**src/rtl/cam_frame_writer.sv**
```systemverilog
// cam_frame_writer: drains the camera FIFO into fixed-length SDRAM write bursts,
// ping-ponging two frame buffers and publishing the last complete one to the VGA side.
module cam_frame_writer #(
  parameter int                BURST_LEN   = 256,
  parameter int                FRAME_WORDS = 76800,
  parameter int                ADDR_W      = 22,
  parameter logic [ADDR_W-1:0] BASE0       = 'h000000,
  parameter logic [ADDR_W-1:0] BASE1       = 'h020000
) (
  input  logic              S_CLK,
  input  logic              RST,
  input  logic              frame_start,
  input  logic [8:0]        r_usedw,
  output logic              r_req,
  input  logic [15:0]       r_data,
  output logic              wr_req,
  output logic [ADDR_W-1:0] wr_addr,
  output logic [8:0]        wr_len,
  input  logic              wr_ack,
  input  logic              wr_data_req,
  output logic [15:0]       wr_data,
  output logic              disp_bank,
  output logic              frame_done,
  output logic              frame_err
);
  localparam int CW = $clog2(FRAME_WORDS + 1);
  localparam logic [CW-1:0] FW = CW'(FRAME_WORDS);
  localparam logic [31:0] BL32 = BURST_LEN;
  typedef enum logic [2:0] {IDLE, WAIT, REQ, BURST, DONE} state_t;
  state_t state, state_n;
  logic wr_bank, wr_bank_n, pend, pend_n, disp_bank_n, frame_err_n;
  logic [CW-1:0] count, count_n, rem;
  logic [8:0] bcnt, bcnt_n, len, wr_len_n;
  logic [ADDR_W-1:0] wr_addr_n, base;
  logic take, last, fin;
  assign rem = FW - count;
  assign len = 32'(rem) < BL32 ? 9'(rem) : 9'(BURST_LEN);
  assign base = wr_bank ? BASE1 : BASE0;
  assign take = state == BURST && wr_data_req;
  assign last = take && bcnt == wr_len - 9'd1;
  assign fin = last && count + CW'(wr_len) == FW;
  assign r_req = take;
  assign wr_data = r_data;
  assign wr_req = state == REQ;
  assign frame_done = state == DONE;
  always_comb begin
    state_n = state;
    wr_bank_n = wr_bank;
    pend_n = pend;
    disp_bank_n = disp_bank;
    count_n = count;
    bcnt_n = bcnt;
    wr_addr_n = wr_addr;
    wr_len_n = wr_len;
    // a start coinciding with the word that completes the frame is a normal start, not an error
    frame_err_n = frame_start && (state == WAIT || state == REQ || (state == BURST && !fin));
    case (state)
      IDLE: if (frame_start) begin
        count_n = '0;
        wr_addr_n = base;
        state_n = WAIT;
      end
      WAIT: if (frame_start) count_n = '0;
      else if (r_usedw >= len) begin
        wr_addr_n = base + ADDR_W'(count);
        wr_len_n = len;
        state_n = REQ;
      end
      REQ: begin
        pend_n = pend | frame_start;
        if (wr_ack) begin
          bcnt_n = '0;
          state_n = BURST;
        end
      end
      BURST: begin
        pend_n = pend | frame_start;
        if (take) bcnt_n = bcnt + 9'd1;
        if (fin) begin
          count_n = FW;
          state_n = DONE;
        end else if (last && pend_n) begin
          count_n = '0;
          pend_n = 1'b0;
          state_n = WAIT;
        end else if (last) begin
          count_n = count + CW'(wr_len);
          state_n = WAIT;
        end
      end
      DONE: begin
        disp_bank_n = wr_bank;
        wr_bank_n = !wr_bank;
        if (frame_start || pend) begin
          count_n = '0;
          pend_n = 1'b0;
          wr_addr_n = wr_bank ? BASE0 : BASE1;
          state_n = WAIT;
        end else state_n = IDLE;
      end
      default: state_n = IDLE;
    endcase
  end
  always_ff @(posedge S_CLK) begin
    if (RST) begin
      state <= IDLE;
      wr_bank <= 1'b0;
      pend <= 1'b0;
      count <= '0;
      bcnt <= '0;
      wr_addr <= BASE0;
      wr_len <= '0;
      disp_bank <= 1'b0;
      frame_err <= 1'b0;
    end else begin
      state <= state_n;
      wr_bank <= wr_bank_n;
      pend <= pend_n;
      count <= count_n;
      bcnt <= bcnt_n;
      wr_addr <= wr_addr_n;
      wr_len <= wr_len_n;
      disp_bank <= disp_bank_n;
      frame_err <= frame_err_n;
    end
  end
endmodule

```
**config.mk**
```make
export PLATFORM = sky130hd
export DESIGN_NAME = cam_frame_writer
export DESIGN_NICKNAME = d
export VERILOG_FILES = /design/src/rtl/cam_frame_writer.sv
export SDC_FILE = /design/constraint.sdc
export NUM_CORES = 1
export LEC_CHECK = 0
export CAP_MARGIN = 20
export CORE_ASPECT_RATIO = 1.4
export CORE_MARGIN = 3
export CORE_UTILIZATION = 48
export DETAILED_ROUTE_END_ITERATION = 8
export GPL_TIMING_DRIVEN = 0
export PLACE_DENSITY = 0.74
export SLEW_MARGIN = 20
export SYNTH_ARGS = -nofsm -noshare
export SYNTH_HDL_FRONTEND = slang
export SYNTH_SLANG_ARGS = --single-unit
```
**constraint.sdc**
```tcl
create_clock -name S_CLK -period 8.55 [get_ports S_CLK]
set_clock_uncertainty 0.05 [all_clocks]
set_input_delay 1.2825 -clock S_CLK [delete_from_list [all_inputs] [get_ports S_CLK]]
set_output_delay 1.2825 -clock S_CLK [all_outputs]
set_load 0.01 [all_outputs]
```
==> key figures <==
Floorplanning
  • Initial core utilization: 49.7%
  • Die width: 82.0 µm
  • IO Pins: 82
  • Row count: 38
  • Core footprint: between 0.007 and 0.008 mm²
  • Die Height: 112 µm
  • Die area: 0.00921 mm²

Routing
  • DR vias: around 3800
  • Drc violations: 0
  • DR WL/cell: around 16 µm
  • First-pass iteration count of the detailed router: 5
  • DRT iter0 DRCs: 233
  • Final ANT Viol Nets: 0
  • Vias per cell: 5.73
  • DRT Wirelength: 10700 µm

Logic synthesis
  • FFs w/ async S/R, synth: 0%
  • Syn avg cell area: 8.10 µm²
  • Register bit total from synthesis: 60
  • Main flop type after synthesis: dfxtp_1
  • Yosys cell types: 60
  • EDFF count, synth: 0
  • Cells after synthesis: between 400 and 500
  • Syn Std Cell Area: 0.00388 mm²
  • Ys Warns: 0
  • Register area share after synthesis: 31.0%

Timing
  • Slew @ Worst Pin: just under 0.9 ns
  • Setup TNS after final layout: 0 ns
  • Hold Vio Cnt, Final: 0
  • Tmin final: a little over 5 ns
  • Highest clock rate: 194 MHz
  • RSZ-0062 raised after global routing: no
  • Period utilization: 60.4%
  • Slew HR: 40.9%
  • Setup-failing EPs final: 0
  • Max Slew Vio Count: 0

Worst hold path
  • Hold path startpoint: wr_bank$_SDFFE_PP0P_
  • Class of the worst hold path: flop to flop

Placed design
  • DP Wirelength: 8300 µm
  • DP Area: 0.00463 mm²
  • Port bufs: 61
  • RD Place Congestion: 0.911

Worst setup path
  • Crit. End Element: flop
  • Worst Path Class, Setup: flop to flop
  • Setup crit start kind: flop
  • CP cell instances: inv_1, ha_1, nor3b_1, a31oi_1, nor3b_1, xnor2_1, o211a_2, clkbuf_1, nand2_1, ha_1, nand4_1, o31a_1, o21ai_0, nand2_1, nor2_1, clkbuf_1, a22o_1
  • Slowest-stage cell, CP: nor2_1
  • CP arrival: around 5.4 ns
  • Worst reg2reg path startpoint: count[1]$_SDFFE_PP0P_
  • Required @ worst endpoint: 8.79 ns
  • Largest delay share family, worst path: simple AND/OR/NAND/NOR gates
  • Crit path from: count[1]$_SDFFE_PP0P_
  • Max incr delay on CP: 0.47 ns
  • Bufs and invs on worst path: 3
  • Crit path max fanout: 10

Pwr
  • Pwr dens: between 100 and 150 mW/mm²
  • VDD IR max: ~0.00011 V
  • Pleak: 1.87 nW

Final layout
  • Layout area overhead: 24.8%
  • Post-layout net count: 606
  • Layout cell share with drive strength beyond 1: 8.41%
  • Register area: 0.00120 mm²
  • Final instance area: 0.00484 mm²
  • # fillers: 713
  • Diode count: 0
  • Multi-input gate area: 0.00239 mm²

Clock network
  • Post_cts resized: 0
  • Clk_lat worst skew: 0.35 ns
  • Clk buf depth: 2
  • Clock transition at path regs: 0.07 ns
  • Num CTS Buffers: 9
  • Hold-fix buffers at CTS: 0
  • CTS tree: done
  • Max H-tree Level: 3
  • Post CTS Setup Buffer Count: 0
  • # clock sinks: 60
  • Root buf cell: clkbuf_8

GRT
  • Largest net degree at the start of global routing: 12
  • Vias in the first global route: 3653
  • Total gr overflow: 0
  • Initial antenna violation count: 0
  • Overall Global Routing Usage: 24.4%
  • First-pass GRT wire length: approximately 17000 µm

Job
  • Max Cap Viol: 0

Status
  • Outcome: completed
worst reg2reg max path, stage by stage (launching register included):
cell,delay [ns]
dfxtp_1,0.39
inv_1,0.14
ha_1,0.19
nor3b_1,0.43
a31oi_1,0.15
nor3b_1,0.25
xnor2_1,0.15
o211a_2,0.27
clkbuf_1,0.40
nand2_1,0.13
ha_1,0.33
nand4_1,0.11
o31a_1,0.36
o21ai_0,0.37
nand2_1,0.30
nor2_1,0.47
clkbuf_1,0.42
a22o_1,0.22
Yosys cell counts, types with 9 or more instances:
master	n	area share, %
a21oi_1	36	4.6
a22o_1	17	3.8
buf_4	20	3.9
clkbuf_1	19	1.8
dfxtp_1	60	31
ha_1	21	6.8
inv_1	16	1.5
nand2_1	42	4.1
nand2b_1	10	1.6
nand3_1	16	2.1
nor2_1	49	4.7
nor3_1	9	1.2
o21ai_0	11	1.4
xnor2_1	21	4.7
xor2_1	16	3.6
cell families after synthesis:
kind of cell	synth area share [%]
AND/OR/NAND/NOR	23.5
AO/OA/AOI/OAI	21.0
flip-flops	31.0
buffers and inverters	7.68
XOR/XNOR	8.35
adder cells (fa/ha/maj)	7.29
multiplexers	1.13
other	0.0967
sequential cells by signal, summed over array words and instances (netlist names):
signal     count
bcnt           9
wr_len         9
state          3
disp_bank      1
count         17
frame_err      1
wr_bank        1
wr_addr       18
pend           1
per-stage QoR:
| stage | utilization, % | total power, mW | setup slack (ns) | hold WS [ns] | cells |
|---|---|---|---|---|---|
| after floorplan | - | 0.318 | 4.47 | 0.394 | 482 |
| after global placement | 59.3 | 0.340 | 3.57 | 0.408 | 643 |
| after detailed placement | 59.3 | 0.341 | 3.45 | 0.410 | 643 |
| after CTS | 62.1 | 0.624 | 3.40 | 0.432 | 659 |
| after global routing | 62.1 | 0.642 | 2.90 | 0.447 | 659 |
| final | 62.1 | 0.621 | 3.39 | 0.426 | 659 |
cell type report:
| cell class | instances | area share (%) |
|---|---|---|
| multi-input combinational | 363 | 49.4 |
| sequential | 60 | 24.8 |
| timing repair buffer | 61 | 12.6 |
| buffer | 43 | 4.91 |
| clock buffer | 10 | 2.64 |
| tap | 100 | 2.58 |
| clock inverter | 6 | 1.81 |
| inverter | 16 | 1.24 |
worst paths after layout:
check | to | slack (ns) | cells past startpoint
worst max register to register | wr_addr[16]$_SDFFE_PP0P_ | 3.39 | 17
worst min-delay path | disp_bank$_SDFFE_PP0P_ | 0.43 | 2
worst max-delay path | wr_addr[16]$_SDFFE_PP0P_ | 3.39 | 17
worst min register to register | disp_bank$_SDFFE_PP0P_ | 0.43 | 2
power breakdown:
group / switching [mW] / total, mW / internal (mW) / leakage, nW
logic: 0.0261 / 0.0530 / 0.0270 / 1.28
registers: 0.00126 / 0.282 / 0.281 / 0.484
clock network: 0.122 / 0.286 / 0.165 / 0.111
total: 0.149 / 0.621 / 0.472 / 1.87
cell usage in the layout, fill, tap and decap left out, drive strengths merged, types with 7 or more instances in the layout:
master         synthesis  layout
nand3                 16      16
clkdlybuf4s50          0      61
a21o                   8       8
a22o                  17      17
and2                   7       7
xor2                  16      16
nand2                 42      42
dfxtp                 60      60
ha                    21      21
buf                   24      24
nor2                  49      49
xnor2                 21      21
nor3                   9       9
a22oi                  8       8
inv                   16      17
nand2b                10      10
clkbuf                19      29
o21ai                 14      14
a21oi                 36      36
nor4                   7       7
per-layer routing:
layer  GRT usage (%)  up-vias  part of all wire, %
li1                -     1853                    -
met1            27.5     1762                   39
met2            42.3      129                   51
met3            4.98       32                  5.0
met4            12.2        0                  4.0
met5               0        -                    0
(Power assumes the default switching activity.)
